==> src/rtl/eprisc_rom_fetch_pkg.sv <==
// Shared widths, reset vector default and the queue entry type for the epRISC fetch stage.
package eprisc_fetch_pkg;

  localparam int unsigned    DEFAULT_AW           = 8;
  localparam int unsigned    DEFAULT_DW           = 32;
  localparam logic [7:0]     DEFAULT_RESET_VECTOR = 8'h00;

  typedef struct packed {
    logic [DEFAULT_AW-1:0] addr;
    logic [DEFAULT_DW-1:0] instr;
  } fetch_entry_t;

endpackage

==> src/rtl/eprisc_rom_fetch_if.sv <==
// Fetch-to-decoder handshake: instruction, its word address, valid/ready.
interface eprisc_rom_fetch_if #(
  parameter int unsigned AW = 8,
  parameter int unsigned DW = 32
);
  logic [DW-1:0] oInstr;
  logic [AW-1:0] oInstrAddr;
  logic          oValid;
  logic          iReady;

  modport master (output oInstr, output oInstrAddr, output oValid, input iReady);
  modport slave  (input oInstr, input oInstrAddr, input oValid, output iReady);
endinterface

==> src/rtl/eprisc_rom_fetch_fifo.sv <==
// In-order prefetch queue with a registered head (entry 0) and flush that beats push/pop.
module eprisc_fetch_fifo
  import eprisc_fetch_pkg::*;
#(
  parameter int unsigned DEPTH   = 2,
  parameter type         ENTRY_T = fetch_entry_t,
  localparam int unsigned CW     = $clog2(DEPTH + 1)
) (
  input  logic          clk_i,
  input  logic          rst_ni,
  input  logic          flush_i,
  input  logic          push_i,
  input  ENTRY_T        push_data_i,
  input  logic          pop_i,
  output ENTRY_T        head_o,
  output logic          valid_o,
  output logic [CW-1:0] count_o
);

  ENTRY_T [DEPTH-1:0] mem_q, mem_d;
  logic [CW-1:0]      count_q, count_d, wr_idx;
  logic               valid_q, pop_eff;

  assign pop_eff = pop_i && valid_q;
  assign wr_idx  = count_q - CW'(pop_eff);

  // Entries shift towards slot 0 on pop so the head is always a plain flop.
  always_comb begin
    mem_d   = mem_q;
    count_d = count_q;
    if (flush_i) begin
      count_d = '0;
    end else begin
      if (pop_eff) begin
        for (int unsigned i = 0; i + 1 < DEPTH; i++) begin
          mem_d[i] = mem_q[i+1];
        end
      end
      if (push_i) begin
        for (int unsigned i = 0; i < DEPTH; i++) begin
          if (CW'(i) == wr_idx) begin
            mem_d[i] = push_data_i;
          end
        end
      end
      count_d = count_q + CW'(push_i) - CW'(pop_eff);
    end
  end

  always_ff @(posedge clk_i or negedge rst_ni) begin
    if (!rst_ni) begin
      mem_q   <= '0;
      count_q <= '0;
      valid_q <= 1'b0;
    end else begin
      mem_q   <= mem_d;
      count_q <= count_d;
      valid_q <= (count_d != '0);
    end
  end

  assign head_o  = mem_q[0];
  assign valid_o = valid_q;
  assign count_o = count_q;

  a_no_overflow: assert property (@(posedge clk_i) disable iff (!rst_ni)
    !(push_i && !pop_eff && !flush_i && (count_q == CW'(DEPTH))));

endmodule

==> src/rtl/eprisc_rom_fetch.sv <==
// epRISC boot-ROM fetch stage: PC, issue throttling, in-flight tracking and prefetch queue.
module eprisc_rom_fetch
  import eprisc_fetch_pkg::*;
#(
  parameter int unsigned   AW           = DEFAULT_AW,
  parameter int unsigned   DW           = DEFAULT_DW,
  parameter logic [AW-1:0] RESET_VECTOR = AW'(DEFAULT_RESET_VECTOR),
  parameter int unsigned   DEPTH        = 2
) (
  input  logic                    iClk,
  input  logic                    iReset_n,
  output logic [AW-1:0]           oRomAddr,
  output logic                    oRomEnable,
  input  logic [DW-1:0]           iRomData,
  input  logic                    iRedirect,
  input  logic [AW-1:0]           iRedirectAddr,
  eprisc_rom_fetch_if.master      dec
);

  localparam int unsigned CW = $clog2(DEPTH + 1);

  typedef struct packed {
    logic [AW-1:0] addr;
    logic [DW-1:0] instr;
  } entry_t;

  logic [AW-1:0] pc_q, pc_d, inflight_addr_q, inflight_addr_d;
  logic          en_q, inflight_q, inflight_d;
  logic          pop, issue;
  logic [CW-1:0] count;
  logic [CW:0]   occupancy;
  entry_t        push_entry, head;

  assign pop = dec.oValid && dec.iReady;

  // Slots committed after this edge: queued + returning word - departing head.
  assign occupancy = {1'b0, count} + (CW+1)'(inflight_q) - (CW+1)'(pop);
  assign issue     = en_q && !iRedirect && (occupancy < (CW+1)'(DEPTH));

  always_comb begin
    pc_d            = pc_q;
    inflight_d      = issue;
    inflight_addr_d = inflight_addr_q;
    if (iRedirect) begin
      pc_d       = iRedirectAddr;
      inflight_d = 1'b0;
    end else if (issue) begin
      pc_d            = pc_q + AW'(1);
      inflight_addr_d = pc_q;
    end
  end

  always_ff @(posedge iClk or negedge iReset_n) begin
    if (!iReset_n) begin
      pc_q            <= RESET_VECTOR;
      en_q            <= 1'b0;
      inflight_q      <= 1'b0;
      inflight_addr_q <= '0;
    end else begin
      pc_q            <= pc_d;
      en_q            <= 1'b1;
      inflight_q      <= inflight_d;
      inflight_addr_q <= inflight_addr_d;
    end
  end

  assign push_entry = '{addr: inflight_addr_q, instr: iRomData};

  eprisc_fetch_fifo #(
    .DEPTH   (DEPTH),
    .ENTRY_T (entry_t)
  ) u_fifo (
    .clk_i       (iClk),
    .rst_ni      (iReset_n),
    .flush_i     (iRedirect),
    .push_i      (inflight_q),
    .push_data_i (push_entry),
    .pop_i       (pop),
    .head_o      (head),
    .valid_o     (dec.oValid),
    .count_o     (count)
  );

  assign oRomAddr       = pc_q;
  assign oRomEnable     = en_q;
  assign dec.oInstr     = head.instr;
  assign dec.oInstrAddr = head.addr;

endmodule

==> src/flat_wrapper.sv <==
// flat-port wrapper written by rule: the top's interface ports become plain ports
module eprisc_rom_fetch_flat import eprisc_fetch_pkg::*;
#(
  parameter int unsigned   AW           = DEFAULT_AW,
  parameter int unsigned   DW           = DEFAULT_DW,
  parameter logic [AW-1:0] RESET_VECTOR = AW'(DEFAULT_RESET_VECTOR),
  parameter int unsigned   DEPTH        = 2
)
  (iClk, iReset_n, oRomAddr, oRomEnable, iRomData, iRedirect, iRedirectAddr, dec_oInstr, dec_oInstrAddr, dec_oValid, dec_iReady);
  eprisc_rom_fetch_if #(.AW(AW), .DW(DW)) dec_i ();
  input  logic iClk;
  input  logic iReset_n;
  output logic [AW-1:0] oRomAddr;
  output logic oRomEnable;
  input  logic [DW-1:0] iRomData;
  input  logic iRedirect;
  input  logic [AW-1:0] iRedirectAddr;
  output wire logic [$bits(dec_i.oInstr)-1:0] dec_oInstr;
  output wire logic [$bits(dec_i.oInstrAddr)-1:0] dec_oInstrAddr;
  output wire logic [$bits(dec_i.oValid)-1:0] dec_oValid;
  input wire logic [$bits(dec_i.iReady)-1:0] dec_iReady;
  assign dec_oInstr = dec_i.oInstr;
  assign dec_oInstrAddr = dec_i.oInstrAddr;
  assign dec_oValid = dec_i.oValid;
  assign dec_i.iReady = dec_iReady;
  eprisc_rom_fetch #(.AW(AW), .DW(DW), .RESET_VECTOR(RESET_VECTOR), .DEPTH(DEPTH)) u_core (.iClk(iClk), .iReset_n(iReset_n), .oRomAddr(oRomAddr), .oRomEnable(oRomEnable), .iRomData(iRomData), .iRedirect(iRedirect), .iRedirectAddr(iRedirectAddr), .dec(dec_i));
endmodule
==> config.mk <==
export PLATFORM = sky130hd
export DESIGN_NAME = eprisc_rom_fetch_flat
export DESIGN_NICKNAME = d
export VERILOG_FILES = /design/src/rtl/eprisc_rom_fetch_pkg.sv /design/src/rtl/eprisc_rom_fetch_if.sv /design/src/rtl/eprisc_rom_fetch_fifo.sv /design/src/rtl/eprisc_rom_fetch.sv /design/src/flat_wrapper.sv
export SDC_FILE = /design/constraint.sdc
export NUM_CORES = 1
export LEC_CHECK = 0
export BUFFER_PORTS_ARGS = -buffer_cell sky130_fd_sc_hd__buf_4
export CORE_UTILIZATION = 55
export DETAILED_ROUTE_END_ITERATION = 8
export PLACE_DENSITY = 0.9
export REMOVE_ABC_BUFFERS = 1
export SLEW_MARGIN = 0
export SYNTH_ARGS = -nofsm -noshare
export SYNTH_HDL_FRONTEND = slang
export SYNTH_SLANG_ARGS = --single-unit
export TNS_END_PERCENT = 20
==> constraint.sdc <==
create_clock -name iClk -period 3.59 [get_ports iClk]
set_input_delay 0.359 -clock iClk [delete_from_list [all_inputs] [get_ports iClk]]
set_output_delay 0.359 -clock iClk [all_outputs]
set_load 0.005 [all_outputs]
**Word-level counts from Yosys, hierarchy flattened**

Index checks and enable logic that the tools add are counted.

- Add/subtract/negate cells: 6
- Magnitude comparators: 1
- Equality and inequality tests: 1
- Muxes and demuxes: 7
- Bitwise logic cells: 1
- Reduce and logical (&&, ||, !) cells: 10

Operator list:

| operator | count |
|---|---|
| $mux 40 | 3 |
| $mux 8 | 2 |
| $add 8x1->8 const B | 1 |
| $logic_and 1x1->1 | 4 |
| $reduce_bool 2->1 | 2 |
| $sub 2x1->2 | 2 |
| $add 2x1->3 | 1 |
| $lt 3x2->1 const B | 1 |
| $reduce_and 3->1 | 1 |
| $sub 3x1->3 | 1 |
| $add 2x1->2 | 1 |
| $eq 1x2->1 const A | 1 |
| $logic_not 2->1 | 1 |
| $mux 2 | 1 |
| $reduce_and 2->1 | 1 |
| $logic_not 1->1 | 1 |
| $mux 1 | 1 |
| $not 1->1 | 1 |

- Register bits: 101
- Output and inout port bits: 50

**Depth between registers and ports, before layout**

Gate-level depths: netlist of the first run.

- Word-level depth: 6
- Depth in mapped cells: 13

**By module**

From an unflattened synthesis of the first run, not the netlist that was laid out.

- Cells, all modules: 368
- Area, all modules: 4,598.2 µm²

Modules (own cells, without submodules):

| module | times used | cells an instance | area an instance (µm²) |
|---|---|---|---|
| eprisc_fetch_fifo | 1 | 278 | 3,716.1 |
| eprisc_rom_fetch | 1 | 90 | 882.1 |

**Least setup slack after synthesis of the first run**

Ideal clock, no wire load.

- Path kind: flip-flop to flip-flop
- From: reg u_core.u_fifo.valid_q (netlist: u_core.u_fifo.valid_o)
- To: reg u_core.pc_q[6] (netlist: u_core.oRomAddr[6])
- Setup time: 0.066 ns
- Arrival time: 2.472 ns
- Slack: 1.051 ns
- Cell stages (with the launch flop): 12
- Path buffers: 1
- Period minus slack after synthesis: 2.539 ns
- Path through: dfrtp_1 > and2_1 > ha_1 > inv_1 > ha_1 > inv_1 > fa_1 > xor2_1 > or3_1 > buf_6 > nor4_2 > a221o_1

- Longest elaborated chain between the ends: 5

Ends and longest elaborated chain:

| element | line | text |
|---|---|---|
| from (decl) | eprisc_rom_fetch_fifo.sv:22 | `logic valid_q, pop_eff;` |
| from (signal assigned) | eprisc_rom_fetch_fifo.sv:58 | `valid_q <= (count_d != '0);` |
| $logic_and 1x1->1 | eprisc_rom_fetch.sv:34 | `assign pop = dec.oValid && dec.iReady;` |
| $sub 3x1->3 | eprisc_rom_fetch.sv:37 | `assign occupancy = {1'b0, count} + (CW+1)'(inflight_q) - (CW+1)'(pop);` |
| $lt 3x2->1 | eprisc_rom_fetch.sv:38 | `assign issue = en_q && !iRedirect && (occupancy < (CW+1)'(DEPTH));` |
| $logic_and 1x1->1 | eprisc_rom_fetch.sv:38 |  |
| $reduce_bool 2->1 (no source line) | -- |  |
| to (signal assigned) | eprisc_rom_fetch.sv:60 | `pc_q <= pc_d;` |
| to (decl) | eprisc_rom_fetch.sv:27 | `logic [AW-1:0] pc_q, pc_d, inflight_addr_q, inflight_addr_d;` |

No other way between the ends.
A chain may end at the register's enable or synchronous reset.

**Final worst setup path of the first run**

- From: reg u_core.u_fifo.valid_q (netlist: u_core.u_fifo.valid_o)
- To: reg u_core.pc_q[1] (netlist: u_core.oRomAddr[1])

The elaborated chain is that of the path after synthesis.

==> metrics.yaml, run 1 <==
die:
  fp.dieH_um: 93.2
  initial_core_util: 0.580
  ios: 94
  rows: 32
  dieArea_um2: 8690
  core-area_um2: 7890
  die_w_um: 93.2
grt:
  grt_max_degree: 65
  grt_pass1_wl_um: 15100
  first_global_vias: 3142
  track_usage: 0.225
  grt-ovfl-total: 0
  antenna_found_initial: 0
clocking:
  clk_latency_ps: 370
  postCtsSetupRepairBufs: 0
  hold_buffers: 0
  cts_resized: 0
  cts_tree: "built"
  clkTransAtPathRegs_ps: 100
  clock-sinks: 101
  clockRootBuffer: "clkbuf_8"
  cts_max_level: 3
  cts_buffers: 9
  cts_buffer_depth: 2
finish:
  multi_input_area_um2: 1610
  drive_gt1_frac: 0.351
  final.fill_count: 573
  layout.nets: 506
  regArea_um2: 2530
  antennaDiodeCount: 0
  area_growth_pct: 14.2
yosys:
  synthArstFlopShare: 1.00
  synth_top_area_frac: 0.552
  synth_cell_types: 33
  synth_flop_cell: "dfrtp_1"
  synth_seq_cells: 101
  syn_inst: 411
  synth_largest_area_cell: "dfrtp_1"
  ys_warn_count: 0
  ys_seq_area_frac: 0.552
  synth_area_leaders: "dfrtp_1 (55%), mux2_2 (9.8%), a22oi_1 (6.7%)"
  synth_most_common_cell: "dfrtp_1"
  syn-cell-area_um2: 4580
  synth_common_cells: "dfrtp_1 (101), nand2_1 (74), a22oi_1 (41), buf_4 (40), mux2_2 (40)"
  synth_edf_count: 0
  synth.avg_cell_area_um2: 11.1
critical_path:
  path_cells: "and2_1 -> ha_1 -> inv_1 -> ha_1 -> inv_1 -> fa_1 -> xor2_1 -> or3_1 -> inv_2 -> a22oi_1 -> nand2_1"
  rrSetupSlack_ps: 470
  worst-endpoint-required_ps: 3840
  timing.rr.end: "u_core.oRomAddr[1]"
  arrival_ps: 3370
  cp_slowest_cell: "or3_1"
  reg2reg_depth: 11
  crit_buf_inv: 3
  setup.worst_path.start: "u_core.u_fifo.valid_o"
  crit_path_start_kind: "register"
  critPathKind: "reg2reg"
  slowest_delay_ps: 590
  worstSetupEndpointType: "register"
  path_delay_family: "simple AND/OR/NAND/NOR gates"
  r2r-start: "u_core.u_fifo.valid_o"
  path_max_fanout: 16
pwr:
  ir_drop_mv: 0.333
  power.density_nw_per_um2: 706
  p_leak_nw: 2.50
sta:
  rsz0062_at_grt: "false"
  slew_headroom: 0.238
  period_share: 0.869
  hold_slack_ps: 17.4
  finalClockSkew_ps: 11.5
  max_freq_mhz: 320
  setup_viol: 0
  finalHoldViolations: 0
  drv_slew: 0
  min_period_ps: 3120
  max_slew.worst_pin.slew_ps: 1140
  final.setup.tns_ps: 0
place:
  gp_congestion: 0.928
  port_buffers: 93
  hpwl_um: 6090
flow_run:
  maxCapViolCount: 0
detailed_routing:
  post_drt_wl_per_cell_um: 15.8
  dr.pass1.iters: 4
  ant_nets: 0
  first_iter_violations: 126
  wl_um: 8920
  drc: 0
  via_per_inst: 5.64
  vias: 3176
status:
  status: "complete, no violations"
hold_path:
  hp-class: "in2async"
-- worst max-delay path by stage --
stage	end	slack, ps	cells after the start
2_1_floorplan	u_core.u_fifo.head_o[23]	260	4
3_3_place_gp	u_core.oRomAddr[0]	690	12
3_5_place_dp	u_core.oRomAddr[1]	470	12
4_1_cts	u_core.oRomAddr[1]	500	11
5_1_grt	u_core.oRomAddr[1]	290	11
6_report	u_core.oRomAddr[1]	470	11
-- area by class of cell --
type                    count  area share
flip-flops and latches    101       0.484
clock buffers              10      0.0263
repair buffers             99       0.142
well taps                 102      0.0244
clock inverters             6     0.00934
inverters                   7     0.00503
multi-input cells         238       0.309
-- state kept, by name, indices dropped and copies added (netlist names) --
| signal | flops |
|---|---|
| u_core.oRomAddr | 8 |
| u_core.u_fifo.valid_o | 1 |
| u_core.u_fifo.count_o | 2 |
| u_core.u_fifo.mem_q | 40 |
| u_core.u_fifo.head_o | 40 |
| u_core.oRomEnable | 1 |
| u_core.inflight_addr_q | 8 |
| u_core.inflight_q | 1 |
-- cells in the final DEF, fill, tap and decap left out, types with 3 or more instances in the layout --
cell type,n
nand3_1,3
nand2_1,74
clkinvlp_4,3
clkbuf_8,10
o311ai_1,4
inv_1,6
nor2_1,4
o21ai_1,11
o21ai_0,30
dfrtp_1,101
buf_4,99
o311ai_0,5
a22oi_1,41
clkinv_4,3
mux2_2,40
ha_1,5
xnor2_1,4
-- logic make-up (layout without fill, tap and decap cells) --
logic type               after synthesis  in the layout  synth area share
flip-flops                           101            101             0.552
AO/OA/AOI/OAI                         95             95             0.138
AND/OR/NAND/NOR                       91             91            0.0834
buffers and inverters                 72            122            0.0998
multiplexers                          40             40            0.0984
adder cells (fa/ha/maj)                6              6            0.0180
XOR/XNOR                               5              5           0.00957
other                                  1              1          0.000820
-- power breakdown --
group	internal, W	switching (W)
Clock	0.000274	0.000384
Sequential	0.00157	0.000269
Combinational	0.000627	0.000564
-- stage by stage --
step | utilization | instances | area (um2) | setup WS [ps] | total power, W
3_3_place_gp | 0.639 | 547 | 5040 | 686 | 0.00296
5_1_grt | 0.662 | 563 | 5220 | 289 | 0.00396
2_1_floorplan | - | 346 | 4150 | 257 | 0.00245
3_5_place_dp | 0.639 | 547 | 5040 | 474 | 0.00306
6_report | 0.662 | 563 | 5220 | 469 | 0.00369
4_1_cts | 0.662 | 563 | 5220 | 496 | 0.00371
-- per-layer routing --
| metal | up-vias | global-route usage | wire length, um | part of all wire |
|---|---|---|---|---|
| met5 | - | 0 | 0 | 0 |
| met4 | 0 | 0.0910 | 131 | 0.015 |
| met3 | 13 | 0.0382 | 491 | 0.055 |
| met2 | 113 | 0.357 | 4250 | 0.48 |
| met1 | 1566 | 0.308 | 4040 | 0.45 |
| li1 | 1484 | - | - | - |
Power figures use the tool's default switching activity.
==> run 2: changes to the inputs <==
- CORE_UTILIZATION: 55 -> 40
- PLACE_DENSITY: 0.9 -> 0.71
==> metrics.yaml, run 2 (same netlist as run 1, synthesis figures left out) <==
status:
  status: "complete, no violations"
die:
  fp.dieH_um: 109  # +17%
  initial_core_util: 0.417  # -0.163
  ios: 94  # unchanged
  core-area_um2: 11000  # +39%
  die_w_um: 109  # +17%
  dieArea_um2: 11900  # +37%
  rows: 38  # +19%
sta:
  max_freq_mhz: 331  # +3.2%
  drv_slew: 0  # unchanged
  hold_slack_ps: 191  # +173 ps
  min_period_ps: 3020  # -95.9 ps
  period_share: 0.843  # -0.0267
  slew_headroom: 0.319  # +0.0817
  max_slew.worst_pin.slew_ps: 1020  # -123 ps
  setup_viol: 0  # unchanged
  final.setup.tns_ps: 0  # unchanged
  finalHoldViolations: 0  # unchanged
  rsz0062_at_grt: "false"
  finalClockSkew_ps: 5.27  # -6.24 ps
detailed_routing:
  dr.pass1.iters: 4  # unchanged
  drc: 0  # unchanged
  wl_um: 9050  # +1.5%
  first_iter_violations: 180  # +43%
  vias: 3109  # -2.1%
  post_drt_wl_per_cell_um: 15.1  # -4.7%
  via_per_inst: 5.18  # -8.1%
  ant_nets: 0  # unchanged
place:
  placed_cell_area_um2: 5090  # +1.0%
  port_buffers: 93  # unchanged
  hpwl_um: 5810  # -4.5%
  dp_cells: 584  # +6.8%
  gp_congestion: 0.932  # +0.43%
clocking:
  cts_buffers: 9  # unchanged
  postCtsSetupRepairBufs: 0  # unchanged
  cts_tree: "built"
  clkTransAtPathRegs_ps: 70  # -30 ps
  clock-sinks: 101  # unchanged
  cts_buffer_depth: 2  # unchanged
  clk_latency_ps: 340  # -30 ps
  clockRootBuffer: "clkbuf_16"
  cts_max_level: 3  # unchanged
  hold_buffers: 0  # unchanged
  cts_resized: 0  # unchanged
grt:
  first_global_vias: 3088  # -1.7%
  track_usage: 0.164  # -0.0603
  grt-ovfl-total: 0  # unchanged
  grt_max_degree: 82  # +26%
  grt_pass1_wl_um: 15000  # -0.69%
  antenna_found_initial: 0  # unchanged
critical_path:
  critPathKind: "reg2reg"
  path_delay_family: "simple AND/OR/NAND/NOR gates"
  worst-endpoint-required_ps: 3810  # -30 ps
  worstSetupEndpointType: "register"
  cp_num_cells: 11  # unchanged
  path_cells: "and2_1 -> ha_1 -> inv_1 -> ha_1 -> inv_1 -> fa_1 -> xor2_1 -> or3_1 -> inv_2 -> xnor2_1 -> o21ai_1"
  crit_path_start_kind: "register"
  crit_buf_inv: 3  # unchanged
  arrival_ps: 3250  # -120 ps
  slowest_delay_ps: 570  # -20 ps
  path_max_fanout: 16  # unchanged
  reg2reg_depth: 11  # unchanged
  cp_slowest_cell: "or3_1"
pwr:
  ir_drop_mv: 0.351  # +5.5%
  finalPower_w: 0.00401  # +8.9%
  p_leak_nw: 2.56  # +2.6%
  power.density_nw_per_um2: 743  # +5.3%
finish:
  final_common_cell: "dfrtp_1"
  layout.nets: 505  # -0.20%
  antennaDiodeCount: 0  # unchanged
  final_cell_mix: "dfrtp_1 (101), buf_4 (97), nand2_1 (74), a22oi_1 (41), mux2_2 (40)"
  stdcell_count: 600  # +6.6%
  area_growth_pct: 18.1
  drive_gt1_frac: 0.348  # -0.00358
  final_area_um2: 5400  # +3.4%
flow_run:
  maxCapViolCount: 0  # unchanged
hold_path:
  hp-class: "in2async"
==> run 2: changes by cell type in the layout (fill, tap and decap cells not counted) <==
| cell | previous run | this run |
|---|---|---|
| buf_12 | 0 | 1 |
| buf_4 | 99 | 97 |
| bufinv_16 | 0 | 1 |
| clkbuf_1 | 0 | 1 |
| clkbuf_16 | 0 | 9 |
| clkbuf_8 | 10 | 3 |
| clkinv_2 | 0 | 1 |
| clkinv_4 | 3 | 0 |
| clkinvlp_4 | 3 | 1 |
==> run 2: routing by layer <==
metal  vias up  share of wire  GRT usage
li1       1488              -          -
met1      1523           0.47      0.222
met5         -              0          0
met4         0          0.019     0.0705
met2        86           0.46      0.254
met3        12          0.052     0.0353
==> run 2: through the flow <==
| stage | worst slack [ps] | util |
|---|---|---|
| 3_3_place_gp | 668 | 0.463 |
| 5_1_grt | 339 | 0.492 |
| 3_5_place_dp | 531 | 0.463 |
| 2_1_floorplan | 257 | - |
| 6_report | 565 | 0.492 |
| 4_1_cts | 575 | 0.492 |
==> run 2: layout make-up <==
class,count,area (um2)
inverter,7,26.3
sequential,101,2530
timing repair buffer,98,748
clock buffer,13,270
fill,991,5580
multi-input combinational,238,1610
tap,140,175
clock inverter,3,42.5
==> run 2: final timing paths <==
kind | startpoint | to | slack [ps]
setup / recovery | u_core.u_fifo.valid_o | u_core.oRomAddr[0] | 570
hold / removal | iReset_n | u_core.u_fifo.mem_q[78] | 190
setup reg to reg | u_core.u_fifo.valid_o | u_core.oRomAddr[0] | 570
hold reg to reg | u_core.u_fifo.mem_q[68] | u_core.u_fifo.head_o[28] | 490
max in group asynchronous | iReset_n | u_core.u_fifo.head_o[34] | 2550
min in group iClk | iRedirectAddr[5] | u_core.oRomAddr[5] | 230
==> run 2: where the power goes <==
group | internal (W) | total (W) | switching [W]
Combinational | 0.000628 | 0.00118 | 0.000549
Sequential | 0.00157 | 0.00184 | 0.000266
Clock | 0.000596 | 0.000999 | 0.000402
Total | 0.00280 | 0.00401 | 0.00122
